[config.mk]
export PLATFORM = sky130hd
export DESIGN_NAME = hazard_ctrl
export DESIGN_NICKNAME = d
export VERILOG_FILES = /design/src/rtl/hazard_ctrl.sv
export SDC_FILE = /design/constraint.sdc
export NUM_CORES = 1
export LEC_CHECK = 0
export CAP_MARGIN = 20
export CORE_MARGIN = 2
export CORE_UTILIZATION = 40
export DETAILED_ROUTE_END_ITERATION = 8
export PLACE_DENSITY = 0.72
export SYNTH_ARGS = -nofsm -noshare
export SYNTH_HDL_FRONTEND = slang
export SYNTH_SLANG_ARGS = --single-unit
[constraint.sdc]
create_clock -name clk -period 2.51 [get_ports clk]
set_input_delay 0.502 -clock clk [delete_from_list [all_inputs] [get_ports clk]]
set_output_delay 0.502 -clock clk [all_outputs]
set_load 0.01 [all_outputs]
[src/rtl/hazard_ctrl.sv]
// Hazard controller for a 5-stage RV32I pipeline: tracks in-flight destinations in EX/MEM/WB
// and produces forwarding selects, load-use stalls, branch flushes and the halt/drain sequence.
module hazard_ctrl #(
    parameter int REG_W = 5
) (
    input  logic             clk,
    input  logic             rst,
    input  logic             id_valid,
    input  logic [REG_W-1:0] id_srcreg1_num,
    input  logic [REG_W-1:0] id_srcreg2_num,
    input  logic [REG_W-1:0] id_dstreg_num,
    input  logic             id_reg_we,
    input  logic             id_is_load,
    input  logic             id_is_halt,
    input  logic             ex_branch_taken,
    input  logic             mem_stall,
    output logic             if_stall,
    output logic             id_stall,
    output logic             ex_bubble,
    output logic             flush_if,
    output logic [1:0]       fwd1_sel,
    output logic [1:0]       fwd2_sel,
    output logic             halted
);

    typedef enum logic [1:0] {
        RUN    = 2'd0,
        DRAIN  = 2'd1,
        HALTED = 2'd2
    } state_t;

    typedef struct packed {
        logic             valid;
        logic [REG_W-1:0] dst;
        logic             we;
        logic             load;
        logic             halt;
    } entry_t;

    // Stage index 0 = EX, 1 = MEM, 2 = WB (youngest first).
    localparam int N_STAGE = 3;

    entry_t ent_reg  [N_STAGE];
    entry_t ent_next [N_STAGE];
    state_t state_reg;
    state_t state_next;

    logic [N_STAGE-1:0] match1;
    logic [N_STAGE-1:0] match2;
    logic               lu;
    logic               br;
    logic               issue;

    generate
        for (genvar gi = 0; gi < N_STAGE; gi++) begin : g_match
            assign match1[gi] = ent_reg[gi].valid & ent_reg[gi].we &
                                (id_srcreg1_num != '0) & (ent_reg[gi].dst == id_srcreg1_num);
            assign match2[gi] = ent_reg[gi].valid & ent_reg[gi].we &
                                (id_srcreg2_num != '0) & (ent_reg[gi].dst == id_srcreg2_num);
        end
    endgenerate

    function automatic logic [1:0] pick_youngest(input logic [N_STAGE-1:0] m);
        logic [1:0] sel;
        sel = 2'd0;
        if (m[0]) begin
            sel = 2'd1;
        end else if (m[1]) begin
            sel = 2'd2;
        end else if (m[2]) begin
            sel = 2'd3;
        end
        return sel;
    endfunction

    assign fwd1_sel = pick_youngest(match1);
    assign fwd2_sel = pick_youngest(match2);

    assign br     = ex_branch_taken;
    assign lu     = id_valid & ent_reg[0].load & (match1[0] | match2[0]);
    assign halted = (state_reg == HALTED);

    // Only an instruction that survives flush, load-use and drain enters EX.
    assign issue  = id_valid & ~br & ~lu & (state_reg == RUN);

    always_comb begin
        if_stall  = 1'b0;
        id_stall  = 1'b0;
        ex_bubble = 1'b0;
        flush_if  = 1'b0;
        if (mem_stall) begin
            if_stall = 1'b1;
            id_stall = 1'b1;
        end else if (br) begin
            flush_if  = 1'b1;
            ex_bubble = 1'b1;
        end else if (lu || (state_reg != RUN)) begin
            if_stall  = 1'b1;
            id_stall  = 1'b1;
            ex_bubble = 1'b1;
        end
    end

    always_comb begin
        ent_next[0] = ent_reg[0];
        ent_next[1] = ent_reg[1];
        ent_next[2] = ent_reg[2];
        state_next  = state_reg;
        if (!mem_stall) begin
            ent_next[2]       = ent_reg[1];
            ent_next[1]       = ent_reg[0];
            ent_next[0].valid = issue;
            ent_next[0].dst   = id_dstreg_num;
            // A halt never writes back, so it can never be a forwarding source.
            ent_next[0].we    = id_reg_we & ~id_is_halt;
            ent_next[0].load  = id_is_load;
            ent_next[0].halt  = id_is_halt;
            case (state_reg)
                RUN: begin
                    if (issue && id_is_halt) begin
                        state_next = DRAIN;
                    end
                end
                DRAIN: begin
                    if (ent_reg[2].valid && ent_reg[2].halt) begin
                        state_next = HALTED;
                    end
                end
                HALTED: begin
                    state_next = HALTED;
                end
                default: begin
                    state_next = RUN;
                end
            endcase
        end
    end

    generate
        for (genvar gi = 0; gi < N_STAGE; gi++) begin : g_entry
            always_ff @(posedge clk) begin
                if (rst) begin
                    ent_reg[gi] <= '0;
                end else begin
                    ent_reg[gi] <= ent_next[gi];
                end
            end
        end
    endgenerate

    always_ff @(posedge clk) begin
        if (rst) begin
            state_reg <= RUN;
        end else begin
            state_reg <= state_next;
        end
    end

endmodule

==> metrics list <==
* EDFF count, synth: 0
- Asr flop ratio synth: 0%
- Among all flip-flop cells after synthesis, the most frequent one is dfxtp_1.
* Number of buffers and inverters on the critical path: 3
- In this run the critical register-to-register path is captured at state_reg[1]$_SDFFE_PP0P_.
- The clock net in this run drives a total of 27 sinks.
* Initial antenna violation count: 0
- Number of buffers on the longest clock path: 2
- The startpoint identified for the worst hold timing path is ent_reg[0][0]$_SDFFE_PP0N_.
* Count of maximum capacitance violations: 0
* Critical path launch point type: input pin
* Worst-path clk slew: 0.10 ns
* Sum of net half-perimeters after detailed placement: 2.97 mm
- Worst-Margin Slew: 0.475 ns
- Inserted Clock Buffers: 3
- Of all cell types, the one taking the most synthesized area is dfxtp_1.
- R2r setup slk: roughly 0.72 ns
* Crit path max-delay family: buffers and inverters
* Critical-path maximum fanout: 3
* Via count normalized by instance count: 5.11
* Ant. Diodes: 0
- On the worst path, the slowest cell contributes a delay of about 0.33 ns.
- The path with the worst hold slack has its endpoint at ent_reg[0][0]$_SDFFE_PP0N_.
- Hold violation count in the final report: 0
- Weighted congestion reported at the end of routability-driven placement: ~0.88
- Count of final setup violators: 0
- Of the cells placed in the final design, the portion with a size suffix greater than 1 is 25.8%.
- In the post-synthesis netlist, the cell with the most instances is nor2_1.
- The die covers 0.00440 sq mm.
- Worst R2R Path Depth: 8
* Status: complete, no violations
* Routed wire length: 3.94 mm
* Cell leakage power: 1.02 nW
- Share of power burned in combinational logic: 21.7%
- Synthesis handed over a netlist of 177 instances.
* Die extent in x: 66.4 um
- For this block, the initial DRC count from the detailed router was 99.
* CTS root buf: clkbuf_8
- After detailed routing, the number of remaining DRC violations is 0.
* CP required: 2.01 ns
- The first global-routing pass estimated approximately 6.4 mm of wire.
- Worst setup path class: input pin to output port
- Sequential fraction of the synthesis area: 34.8%
- Pins Over Slew Limit: 0
- In this run the power spent charging and discharging nets is 0.000263 W.
- Buffers inserted to repair hold after CTS numbered 0.
* Synthesis-to-finish area growth: 46.4%
* Data arrival time of the worst path: 1.96 ns
- Along the worst hold path, the cell count comes to 2.
- TritonCTS built the clock tree.
- Port buffering added 31 buffers.
- Sorting the synthesized cells by area gives the leading types as dfxtp_1 35%, mux2i_1 15%, xor2_1 9.6%.
- Mean cell area of the mapped netlist: 8.79 sq um
- Ratio of total power to cell area: slightly above 400 mW/mm^2
- Period utilisation layout: 98.1%
- The worst path in the final design needs a cycle of 2.46 ns, including I/O delays and setup.
- 32 I/O pins were placed.
- DR WL/cell: about 14 um
- Net switching fraction of the power: between 20 and 30%
* Filler instances: 327
- Synthesis inferred 27 register bits.
* Total congestion overflow after global routing: 0
- The initial utilization of the core area, before any placement, comes to 42.2%.
- Post-synthesis net count: 203
* Iteration count of the initial detailed-routing pass: 4
* Placed inst area: 0.00213 sq mm
* Internal power consumption: 0.000660 W
- Dominant cell type by count on the critical path: dlygate4sd2_1
* Crit. End Element: output port
* Global-route met3 utilization: 2.73%
* Ranking of synthesized cells by instance count: 31 x nor2_1, 27 x dfxtp_1, 23 x mux2i_1, 17 x xor2_1, 10 x xnor2_1
- Post-synth top area share: 34.8%
- Layer with the highest usage after global routing: met2
- Final instance area: 0.00228 sq mm
- Total track usage: between 10% and 20%
* DIE HEIGHT: 66.4 um
- Final std cells w/o fill: between 200 and 300
* Maximum number of pins on one net before global-route repair: 22
- In this run the critical register-to-register path is launched from ent_reg[0][4]$_SDFFE_PP0N_.
- At the end of the flow, the number of nets in the layout was 267.
- The min-delay analysis places its worst path in the category flop to flop.
- The worst-case IR drop observed on VDD is 0.284 mV.
- The register with the most flip-flops in the layout has 25 of them.
- Cells fill 61.7% of the core in the end.
- The via count of the first global-routing pass came to 1399.
- Slowest cell on the critical path: nor4_1
- Derived from the worst setup path, the maximum achievable clock frequency is 406 MHz.
* Post-route antenna net violation count: 0
- Number of placed instances, taps included: 281
- Synthesis instantiated 33 different standard cells from the library.
- Worst-skew pair later-pin latency: 0.29 ns
- Cell chain of the critical path: dlygate4sd2_1, buf_4, xor2_1, nor4_1, nand3_1, a21oi_2, dlygate4sd2_1
* Rel. slew slack: 68.3%
* Sequential cell fraction of total power: 49.4%
- Clock skew on the completed layout was measured at 0.0104 ns.
- H-tree level count: 1
- Count of yosys warnings during synthesis: 0
* Met2 GRT Util: 31.0%
- Core Footprint: 0.00369 sq mm
- Post-synthesis instance area: about 0.0016 sq mm
- Core Rows: 22
- Met1 global-route usage: 25.9%
- The final route contains around 1.5k vias.
- In this run, the clock network consumes 28.8% of the power.
-- worst max path at each step --
stage                      start          end  slack (ns)  cells after the start
5_1_grt        id_srcreg2_num[3]  fwd2_sel[1]       -0.07                      7
3_5_place_dp   id_srcreg1_num[1]     if_stall       -0.72                      7
2_1_floorplan  id_srcreg1_num[3]     if_stall        0.20                      6
3_3_place_gp   id_srcreg1_num[1]  fwd1_sel[1]       -0.75                      8
6_report       id_srcreg2_num[3]  fwd2_sel[1]        0.05                      7
4_1_cts        id_srcreg2_num[0]  fwd2_sel[1]       0.006                      7
-- routing by layer --
layer	part of all wire [%]	wire length, um	up-vias
met5	0	0	-
met3	3.4	133	7
met4	1.7	68	0
met1	49	1920	698
li1	-	-	740
met2	46	1810	26
-- tightest hold or removal path, delay by kind of cell (launching register included) --
kind             cells  cell delay [ns]
DFF                  1             0.34
muxes                1             0.07
and+or+nand+nor      1             0.07
-- metrics by stage --
step | hold WS (ns) | total power [W] | setup slack (ns) | TNS (ns)
2_1_floorplan | 0.460 | 0.000554 | 0.196 | 0
3_3_place_gp | 0.471 | 0.000653 | -0.746 | -4.31
3_5_place_dp | 0.484 | 0.000656 | -0.724 | -4.13
4_1_cts | 0.511 | 0.000910 | 0.00609 | 0
5_1_grt | 0.536 | 0.000961 | -0.0673 | -0.123
6_report | 0.505 | 0.000923 | 0.0489 | 0
-- power groups by stage --
stage / Combinational (W) / Sequential (W) / Clock [W]
floorplan: 0.0000888 / 0.000465 / 0
global placement: 0.000189 / 0.000464 / 0
detailed placement: 0.000191 / 0.000465 / 0
CTS: 0.000189 / 0.000456 / 0.000266
global route: 0.000218 / 0.000458 / 0.000285
finish: 0.000201 / 0.000456 / 0.000266
-- area by class of cell --
| type | instances | area [sq um] | share of cell area (%) |
|---|---|---|---|
| multi-input combinational | 134 | 1050 | 46.3 |
| inverter | 9 | 33.8 | 1.48 |
| tap | 48 | 60.1 | 2.64 |
| sequential | 27 | 542 | 23.8 |
| clock buffer | 3 | 41.3 | 1.81 |
| timing repair buffer | 66 | 539 | 23.7 |
| clock inverter | 1 | 7.51 | 0.330 |
-- cells by family (layout without fill, tap and decap cells) --
group | after synthesis | after routing | share of synthesized area, %
muxes | 23 | 23 | 14.8
DFF | 27 | 27 | 34.8
buffers and inverters | 16 | 79 | 4.26
xor gates and xnor gates | 27 | 27 | 15.2
adders and majority gates | 3 | 3 | 2.41
and+or+nand+nor | 64 | 64 | 20.4
AOI/OAI and AO/OA | 17 | 17 | 8.13
-- cells in the final DEF (no fill, tap or decap), types with 5 or more instances in the layout --
cell,instances
mux2i_1,23
xor2_1,16
dlygate4sd2_1,8
nor2_1,31
buf_4,32
xnor2_1,10
clkdlybuf4s50_1,14
nand4_1,5
nand2_1,8
dfxtp_1,26
inv_1,9
-- repair_timing --
action | CTS | global route
gates resized for setup | 43 | 17
endpoints found under the setup margin | 7 | 6
pin swaps | 15 | 8
setup buffers | 3 | 1
cloned | 0 | 0
Note: power is estimated with default switching activity, not from simulation.
